## config.mk

```make
export PLATFORM = sky130hd
export DESIGN_NAME = rs
export DESIGN_NICKNAME = d
export VERILOG_FILES = /design/src/rtl/rs_pkg.sv /design/src/rtl/rs_entry.sv /design/src/rtl/rs.sv
export SDC_FILE = /design/constraint.sdc
export NUM_CORES = 1
export LEC_CHECK = 0
export CELL_PAD_IN_SITES_DETAIL_PLACEMENT = 2
export CELL_PAD_IN_SITES_GLOBAL_PLACEMENT = 2
export CORE_UTILIZATION = 36
export CTS_CLUSTER_SIZE = 30
export DETAILED_ROUTE_END_ITERATION = 8
export GPL_TIMING_DRIVEN = 0
export PLACE_DENSITY = 0.78
export RECOVER_POWER = 50
export SYNTH_ARGS = -nofsm -noshare
export SYNTH_HDL_FRONTEND = slang
export SYNTH_HIERARCHICAL = 1
export SYNTH_SLANG_ARGS = --single-unit
```

## constraint.sdc

```tcl
create_clock -name clock -period 2.4 [get_ports clock]
set_input_delay 0.24 -clock clock [delete_from_list [all_inputs] [get_ports clock]]
set_output_delay 0.24 -clock clock [all_outputs]
set_load 0.1 [all_outputs]
```

## src/rtl/rs_pkg.sv

```systemverilog
// Shared core definitions (sys_defs) used by the reservation station:
// CDB tag, ALU function codes, station kinds and the ID/EX packet.
package rs_pkg;

  localparam int unsigned XLEN   = 32;
  localparam int unsigned REG_W  = 5;
  localparam int unsigned TAG_W  = 6;
  localparam int unsigned NUM_RS = 5;

  // Physical-register tag as carried by operands and broadcast on the CDB
  typedef struct packed {
    logic [TAG_W-1:0] tag;
    logic             ready;
    logic             valid;
  } TAG;

  localparam int unsigned TAG_BITS = $bits(TAG);

  typedef enum logic [4:0] {
    ALU_ADD    = 5'h00,
    ALU_SUB    = 5'h01,
    ALU_SLT    = 5'h02,
    ALU_SLTU   = 5'h03,
    ALU_AND    = 5'h04,
    ALU_OR     = 5'h05,
    ALU_XOR    = 5'h06,
    ALU_SLL    = 5'h07,
    ALU_SRL    = 5'h08,
    ALU_SRA    = 5'h09,
    ALU_MUL    = 5'h0a,
    ALU_MULH   = 5'h0b,
    ALU_MULHSU = 5'h0c,
    ALU_MULHU  = 5'h0d
  } ALU_FUNC;

  // Station index order doubles as issue priority (lowest index wins)
  typedef enum logic [2:0] {
    RS_ALU = 3'd0,
    RS_FP1 = 3'd1,
    RS_FP2 = 3'd2,
    RS_LD  = 3'd3,
    RS_ST  = 3'd4
  } RS_KIND;

  typedef struct packed {
    logic [XLEN-1:0]  npc;
    logic [XLEN-1:0]  inst;
    logic [REG_W-1:0] dest_reg_idx;
    ALU_FUNC          alu_func;
    logic             rd_mem;
    logic             wr_mem;
    logic             halt;
    logic             illegal;
    logic             valid;
    TAG               T1;
    TAG               T2;
  } ID_EX_PACKET;

  localparam int unsigned PKT_W = $bits(ID_EX_PACKET);

  // A broadcast matches an operand only if both are valid and tags agree
  function automatic logic tag_hit(input TAG t, input TAG b);
    return b.valid && t.valid && (t.tag == b.tag);
  endfunction

  // Operand with the broadcast applied to its ready bit
  function automatic TAG tag_wake(input TAG t, input TAG b);
    TAG r;
    r = t;
    if (tag_hit(t, b)) r.ready = 1'b1;
    return r;
  endfunction

  // Operands that are not needed count as ready
  function automatic logic operand_ready(input TAG t);
    return !t.valid || t.ready;
  endfunction

  // Packet with the broadcast applied to both operands
  function automatic ID_EX_PACKET wake_pkt(input ID_EX_PACKET p, input TAG b);
    ID_EX_PACKET r;
    r    = p;
    r.T1 = tag_wake(p.T1, b);
    r.T2 = tag_wake(p.T2, b);
    return r;
  endfunction

endpackage

```

## src/rtl/rs_entry.sv

```systemverilog
// Single reservation-station slot: holds one packet, snoops the CDB for
// operand wakeup and reports occupancy and issue eligibility.
// RS_CDB_BYPASS_EN: the live CDB also counts toward eligibility/view.
module rs_entry
  import rs_pkg::*;
(
  input  logic        clock,
  input  logic        reset,
  input  logic        load,
  input  logic        clear,
  input  ID_EX_PACKET load_pkt,
  input  TAG          cdb,
  output logic        busy,
  output logic        ready_c,
  output ID_EX_PACKET pkt_c
);

  ID_EX_PACKET entry_q;
  logic        busy_q;
  ID_EX_PACKET view;
  logic        cdb_unused;

  // The CDB ready bit carries no meaning for wakeup
  assign cdb_unused = cdb.ready;

  // Occupancy and stored packet; wakeup applies to held and incoming packets
  always_ff @(posedge clock or negedge reset) begin
    if (!reset) begin
      busy_q  <= 1'b0;
      entry_q <= '0;
    end else if (load) begin
      busy_q  <= 1'b1;
      entry_q <= wake_pkt(load_pkt, cdb);
    end else if (clear) begin
      busy_q  <= 1'b0;
    end else if (busy_q) begin
      entry_q <= wake_pkt(entry_q, cdb);
    end
  end

  // Packet as seen by the issue selector
  always_comb begin
    view = '0;
    if (busy_q) begin
`ifdef RS_CDB_BYPASS_EN
      view = wake_pkt(entry_q, cdb);
`else
      view = entry_q;
`endif
    end
  end

  // Eligible when occupied with both operands ready
  always_comb begin
    ready_c = busy_q && operand_ready(view.T1) && operand_ready(view.T2);
  end

  assign pkt_c = view;
  assign busy  = busy_q;

endmodule

```

## src/rtl/rs.sv

```systemverilog
// Reservation station between dispatch and execute: five single-entry
// stations (ALU, FP1, FP2, LD, ST), CDB wakeup and fixed-priority issue.
// Optional build macro RS_CDB_BYPASS_EN lets a live CDB broadcast make an
// entry eligible in the same cycle; by default wakeup is registered only.
module rs
  import rs_pkg::*;
(
  input  logic             clock,
  input  logic             reset,
  input  logic [PKT_W-1:0] input_pkt,
  input  logic [TAG_BITS-1:0] cdb,
  output logic             rs_busy_alu,
  output logic             rs_busy_fp1,
  output logic             rs_busy_fp2,
  output logic             rs_busy_ld,
  output logic             rs_busy_st,
  output logic [PKT_W-1:0] issue_pkt,
  output logic             issue
);

  ID_EX_PACKET        in_pkt;
  TAG                 cdb_tag;
  RS_KIND             target;
  logic               accept;
  logic [NUM_RS-1:0]  load_vec;
  logic [NUM_RS-1:0]  busy_vec;
  logic [NUM_RS-1:0]  ready_vec;
  logic [NUM_RS-1:0]  grant_vec;
  ID_EX_PACKET        entry_pkt [NUM_RS];
  ID_EX_PACKET        sel_pkt;

  assign in_pkt  = ID_EX_PACKET'(input_pkt);
  assign cdb_tag = TAG'(cdb);

  // Route an accepted dispatch to its station; busy targets drop the packet
  always_comb begin
    target   = RS_ALU;
    load_vec = '0;
    accept   = in_pkt.valid && !in_pkt.illegal;
    if (in_pkt.rd_mem) begin
      target = RS_LD;
    end else if (in_pkt.wr_mem) begin
      target = RS_ST;
    end else if (in_pkt.alu_func == ALU_MUL) begin
      target = busy_vec[RS_FP1] ? RS_FP2 : RS_FP1;
    end
    if (accept && !busy_vec[target]) begin
      load_vec = NUM_RS'(1) << target;
    end
  end

  // Five station slots, indexed by RS_KIND
  for (genvar g = 0; g < NUM_RS; g++) begin : g_entry
    rs_entry u_entry (
      .clock    (clock),
      .reset    (reset),
      .load     (load_vec[g]),
      .clear    (grant_vec[g]),
      .load_pkt (in_pkt),
      .cdb      (cdb_tag),
      .busy     (busy_vec[g]),
      .ready_c  (ready_vec[g]),
      .pkt_c    (entry_pkt[g])
    );
  end

  // Lowest-index eligible station wins: ALU > FP1 > FP2 > LD > ST
  always_comb begin
    grant_vec = ready_vec & (NUM_RS'(~ready_vec) + NUM_RS'(1));
  end

  // Issue mux; non-selected entries present zero so an OR-reduce suffices
  always_comb begin
    sel_pkt = '0;
    for (int unsigned i = 0; i < NUM_RS; i++) begin
      if (grant_vec[i]) sel_pkt = sel_pkt | entry_pkt[i];
    end
  end

  assign issue       = |grant_vec;
  assign issue_pkt   = PKT_W'(sel_pkt);
  assign rs_busy_alu = busy_vec[RS_ALU];
  assign rs_busy_fp1 = busy_vec[RS_FP1];
  assign rs_busy_fp2 = busy_vec[RS_FP2];
  assign rs_busy_ld  = busy_vec[RS_LD];
  assign rs_busy_st  = busy_vec[RS_ST];

endmodule

```

# Word-level counts from Yosys, hierarchy flattened
# Cells that the tools add are included.
# W data, S select, Z words.
# word_totals
regBits	480
word_cells	250
output_inout_bits	101
in_bits	105
# classes
bitwise_logic	6
n_eq_ne	18
n_mux	54
magnitude_cmp	1
addsub	1
n_reduce_logical	89
n_shift	1
# ops
operator	count
$mux W95	20
$or A95 B95 Y95	4
$eq A6 B6 Y1	12
$mux W10	5
$reduce_bool A2 Y1	20
$logic_and A1 B1 Y1	36
$reduce_and A3 Y1	10
$mux W1	23
$logic_not A1 Y1	12
$logic_or A1 B1 Y1	10
$ne A2 B2 Y1 const B	5
$mux W3	2
$add A5 B1 Y5 const B	1
$and A5 B5 Y5	1
$eq A5 B4 Y1 const B	1
$mux W5	1
$not A5 Y5	1
$reduce_or A5 Y1	1
$shl A1 B3 Y5 const A	1
$lt A3 B4 Y1 const B	1
$mux W2	2
$bmux W1 S3	1

# Logic depth before layout (Yosys ltp)
# depth
depth_word	17
mapped_depth	12
ltp_nobuf	10

# Cells and area by module
# Netlist, hierarchy kept.
# modules_own_cells
module	seq_area_each_um2	cells_each	n_inst	area_each_um2
rs_entry	2402.3	352	5	4494.3
rs	0.0	557	1	4366.7

# Worst setup path after synthesis
# No wires, ideal clock.
# synth_path
kind	register to output
start	reg g_entry[2].u_entry.busy_q
end	out issue_pkt[3]
path_stages_with_launch	10
n_path_buf	4
t_arrival_ps	3996
path_slack_ps	-1836
path_cell_list	dfrtp_1 -> clkbuf_1 -> o21ai_0 -> a21oi_1 -> nor2b_1 -> buf_2 -> buf_6 -> buf_4 -> a221oi_1 -> o211ai_1
# synth_via
elab_chain_len	13
word_cells_on_any_way	16
# synth_rtl
item	line	text
from (decl)	rs_entry.sv:19	logic busy_q;
from (signal assigned)	rs_entry.sv:29	busy_q <= 1'b0;
from (signal assigned)	rs_entry.sv:32	busy_q <= 1'b1;
from (signal assigned)	rs_entry.sv:35	busy_q <= 1'b0;
$mux W95	rs_entry.sv:44	if (busy_q) begin
$logic_not A1 Y1	rs_pkg.sv:76	return !t.valid || t.ready;
$logic_or A1 B1 Y1	rs_pkg.sv:76	
$logic_and A1 B1 Y1	rs_entry.sv:55	ready_c = busy_q && operand_ready(view.T1) && operand_ready(view.T2);
$logic_and A1 B1 Y1 *	rs_entry.sv:55	
named net ready_vec[2]	rs.sv:27	logic [NUM_RS-1:0] ready_vec;
$not A5 Y5	rs.sv:69	grant_vec = ready_vec & (NUM_RS'(~ready_vec) + NUM_RS'(1));
$add A5 B1 Y5	rs.sv:69	
$and A5 B5 Y5 *	rs.sv:69	
$mux W95	rs.sv:76	if (grant_vec[i]) sel_pkt = sel_pkt | entry_pkt[i];
$or A95 B95 Y95	rs.sv:76	
$mux W95	rs.sv:76	
$or A95 B95 Y95	rs.sv:76	
$mux W95 *	rs.sv:76	
to (decl)	rs.sv:17	output logic [PKT_W-1:0] issue_pkt,
# Mark *: on every way through the listed nets, which the timed path passes. The rest lies on a longest branch.

# Worst setup path in the final report
# layout_path
start	reg g_entry[1].u_entry.busy_q
end	out issue_pkt[75]
# layout_via
elab_chain_len	15
word_cells_on_any_way	18
# layout_rtl
item	line
from (decl)	rs_entry.sv:19
from (signal assigned)	rs_entry.sv:29
from (signal assigned)	rs_entry.sv:32
from (signal assigned)	rs_entry.sv:35
$mux W95	rs_entry.sv:44
$logic_not A1 Y1	rs_pkg.sv:76
$logic_or A1 B1 Y1	rs_pkg.sv:76
$logic_and A1 B1 Y1	rs_entry.sv:55
$logic_and A1 B1 Y1 *	rs_entry.sv:55
named net ready_vec[1]	rs.sv:27
$not A5 Y5	rs.sv:69
$add A5 B1 Y5	rs.sv:69
$and A5 B5 Y5 *	rs.sv:69
$mux W95	rs.sv:76
$or A95 B95 Y95	rs.sv:76
$mux W95	rs.sv:76
$or A95 B95 Y95	rs.sv:76
$mux W95	rs.sv:76
$or A95 B95 Y95	rs.sv:76
$mux W95 *	rs.sv:76
# Marks and branches as above.

==> impl_metrics.csv <==
group,metric,value,unit
run_status,status,"complete, but fails checks",
run_status,violations,"DRC, capacitance limit, slew limit, setup timing",
sta,fin_crit,3250,ps
synth,yosysSeqAreaShare,44.8,%
detailed_routing,vias,21663,
grt,grt_pass1_wl,166000,microns
grt,grt_pass1_vias,24195,
critical_path,path_class,"reg -> out",
critical_path,required,2160,ps
power_and_ir_drop,power_frac_seq,22.9,%
detailed_routing,wl,132000,microns
synth,synth_warnings,6,
critical_path,crit_fanout,7,
power_and_ir_drop,p_sw,25.5,mW
synth,syn_inst,2317,
clock_tree,insertion_delay,660,ps
sta,whs,244,ps
detailed_routing,drtIter0Drc,1468,
synth,async_reset_ff_share,100,%
sta,worst_slack,-849,ps
floorplanning,ios,206,
finish,fillCellCount,6629,
critical_path,worst_setup_path_end_kind,"output pin",
synth,synth.top_cell.area_share,44.8,%
finish,drive_gt1_share,43.3,%
clock_tree,htree_num_levels,2,
critical_path,r2r_slack,-400,ps
critical_path,regToRegStartpoint,"g_entry[4].u_entry/busy",
detailed_routing,first_pass_iters,7,
grt,grt_most_used_layer,"met2",
synth,ys_types,43,
critical_path,reg2reg_depth,10,
floorplanning,core_area,73300,sq um
synth,synth_seq_cells,480,
grt,met1_usage,35.4,%
sta,finalMaxSlewViolations,84,
sta,tightest_slew,1560,ps
power_and_ir_drop,power_frac_clock,18.8,%
hold_path,hold_end,"g_entry[1].u_entry/entry_q[25]",
detailed_routing,detail-route-antenna-nets,0,
power_and_ir_drop,power,53.7,mW
sta,clock_skew,34.5,ps
grt,grt_use_met3,3.52,%
power_and_ir_drop,leakage,15.8,nW
placed_design,place_area,31400,sq um
sta,fin_setup_tns,-166180,ps
sta,setup_violations,568,
power_and_ir_drop,p_comb_share,58.3,%
synth,syn_area,26800,sq um
sta,hold_viol,0,
clock_tree,clockBufferDepth,3,
synth,yosys-top-cells-area,"dfrtp_1 45%, mux2_2 19%, and2_1 11%",
clock_tree,cts.sinks,480,
power_and_ir_drop,cellPowerDensity,1390,nW/um^2
placed_design,port_buffers,204,
synth,syn_nets,2422,
sta,finalCritPeriodShare,135,%
sta,max_freq,308,MHz
synth,synthTopCellsByCount,"480 x dfrtp_1, 475 x and2_1, 460 x mux2_2",
clock_tree,cts_buffers,58,
floorplanning,fp.dieArea,75600,sq um
critical_path,r2r-end,"g_entry[2].u_entry/entry_q[91]",
hold_path,hp-class,"in -> reg",
detailed_routing,wl_per_cell,35.7,microns
placed_design,dp_slack,-2440,ps
critical_path,start_kind,"register",
hold_path,whs_path_depth,2,
clock_tree,cts_tree,"yes",
floorplanning,fp.dieH,275,microns
grt,track_usage,29.5,%
synth,yosysMostFrequentCell,"dfrtp_1",
synth,synth_top_cell_by_area,"dfrtp_1",
floorplanning,initial_utilization,36.6,%
sta,rsz0062_at_grt,"yes",
detailed_routing,route.detailed.drc,10,
floorplanning,die_w,275,microns
grt,grt_max_degree,117,
placed_design,gp_congestion,0.842,
finish,final_area,38700,sq um
sta,relSlewSlack,-4.42,%
clock_tree,clk_pin_slew,60,ps
grt,overflow,0,
synth,synth_edf_count,0,
run,cap_violations,4,
power_and_ir_drop,intPower,28.2,mW
clock_tree,cts_root_buf,"clkbuf_16",
critical_path,cp.arrival,3010,ps
power_and_ir_drop,p_sw_share,47.5,%
placed_design,dp_hpwl,66000,microns
synth,synthFlopType,"dfrtp_1",
power_and_ir_drop,peakVddDrop,1.24,mV
hold_path,min_from,"input_pkt[25]",
grt,antenna_found_initial,4,
detailed_routing,via_per_inst,5.87,
finish,nets,2782,
synth,synth_area_per_cell,11.6,sq um
finish,syn_to_final_growth,44.1,%
grt,grt_use_met2,53.1,%
floorplanning,fp-row-count,99,
==> cells in the final DEF, fill, tap and decap left out, types with 25 or more instances in the layout <==
cell	count
mux2_4	153
buf_12	145
o221ai_4	89
dfrtp_1	475
xor2_1	65
nor2b_1	89
nand2_2	39
clkbuf_1	52
buf_6	38
mux2_2	307
a221oi_2	25
nand2_1	54
a221oi_4	70
xnor2_1	55
buf_4	41
clkbuf_16	85
and2_1	475
inv_1	103
clkdlybuf4s50_1	98
==> cells by family after synthesis <==
kind of cell,after synthesis,synth area share [%]
and+or+nand+nor,747,16.7
buffers and inverters,274,4.79
AOI/OAI and AO/OA,236,10.6
DFF,480,44.8
muxes,460,19.3
xor gates and xnor gates,120,3.92
==> layer usage <==
metal / wire (microns) / vias to the layer above
met5: 32 / -
met4: 7040 / 4
met3: 5680 / 387
met2: 67500 / 843
met1: 51300 / 11667
li1: - / 8762
==> worst max path at each step <==
stage	start	to	slack (ps)	depth (start not counted)
2_1_floorplan	g_entry[2].u_entry/busy	issue_pkt[3]	-1050	9
3_3_place_gp	reset	g_entry[2].u_entry/busy	-24240	1
3_5_place_dp	g_entry[4].u_entry/busy	issue_pkt[94]	-2440	8
4_1_cts	g_entry[0].u_entry/busy	issue_pkt[62]	-780	10
5_1_grt	g_entry[0].u_entry/entry_q[8]	issue_pkt[30]	-880	9
6_report	g_entry[1].u_entry/busy	issue_pkt[75]	-850	12
==> power by group through the flow <==
| stage | Clock [mW] | Sequential, mW | Combinational (mW) |
|---|---|---|---|
| after floorplan | 0 | 11.6 | 18.0 |
| after global placement | 0 | 11.9 | 23.7 |
| after detailed placement | 0 | 12.1 | 24.3 |
| after CTS | 9.88 | 11.9 | 29.4 |
| after global routing | 10.4 | 12.5 | 32.1 |
| final | 10.1 | 12.3 | 31.3 |
==> metrics by stage <==
step,cells,util (%)
floorplan,2317,-
global placement,3480,42.6
detailed placement,3484,42.8
CTS,3642,50.0
global route,3688,52.7
finish,3688,52.7
==> final cells by class <==
cell class                 count  area (sq um)  share of cell area (%)
tap                          959          1200                    3.10
timing repair buffer         303          4560                    11.8
clock buffer                  85          1730                    4.48
clock inverter                25           359                   0.929
buffer                       165          1750                    4.53
inverter                     105           394                    1.02
multi-input combinational   1564         16600                    43.0
antenna                        2          5.00                  0.0129
sequential                   480         12000                    31.1
==> critical path, cell delays in order (launching register included) <==
cell	delay, ps
dfrtp_4	490
clkbuf_16	160
o21ai_4	70
a21oi_2	80
buf_6	150
buf_6	120
nor4b_4	240
buf_6	210
buf_12	190
buf_6	130
nand2_2	60
o211ai_1	180
buf_6	280
==> state kept, by name, summed over array words and instances, names as in the netlist <==
register                 count
g_entry.u_entry/busy         5
g_entry.u_entry/entry_q    475
==> what timing repair did <==
| action | in CTS | in global routing |
|---|---|---|
| gates resized for setup | 1225 | 344 |
| pin swaps | 41 | 41 |
| gates cloned | 14 | 22 |
| hold buffers | 1 | 0 |
| setup endpoints to repair | 302 | 585 |
| setup buffers | 34 | 29 |
| endpoints found under the hold margin | 72 | 0 |
No activity file was read; power rests on OpenSTA's default activity.
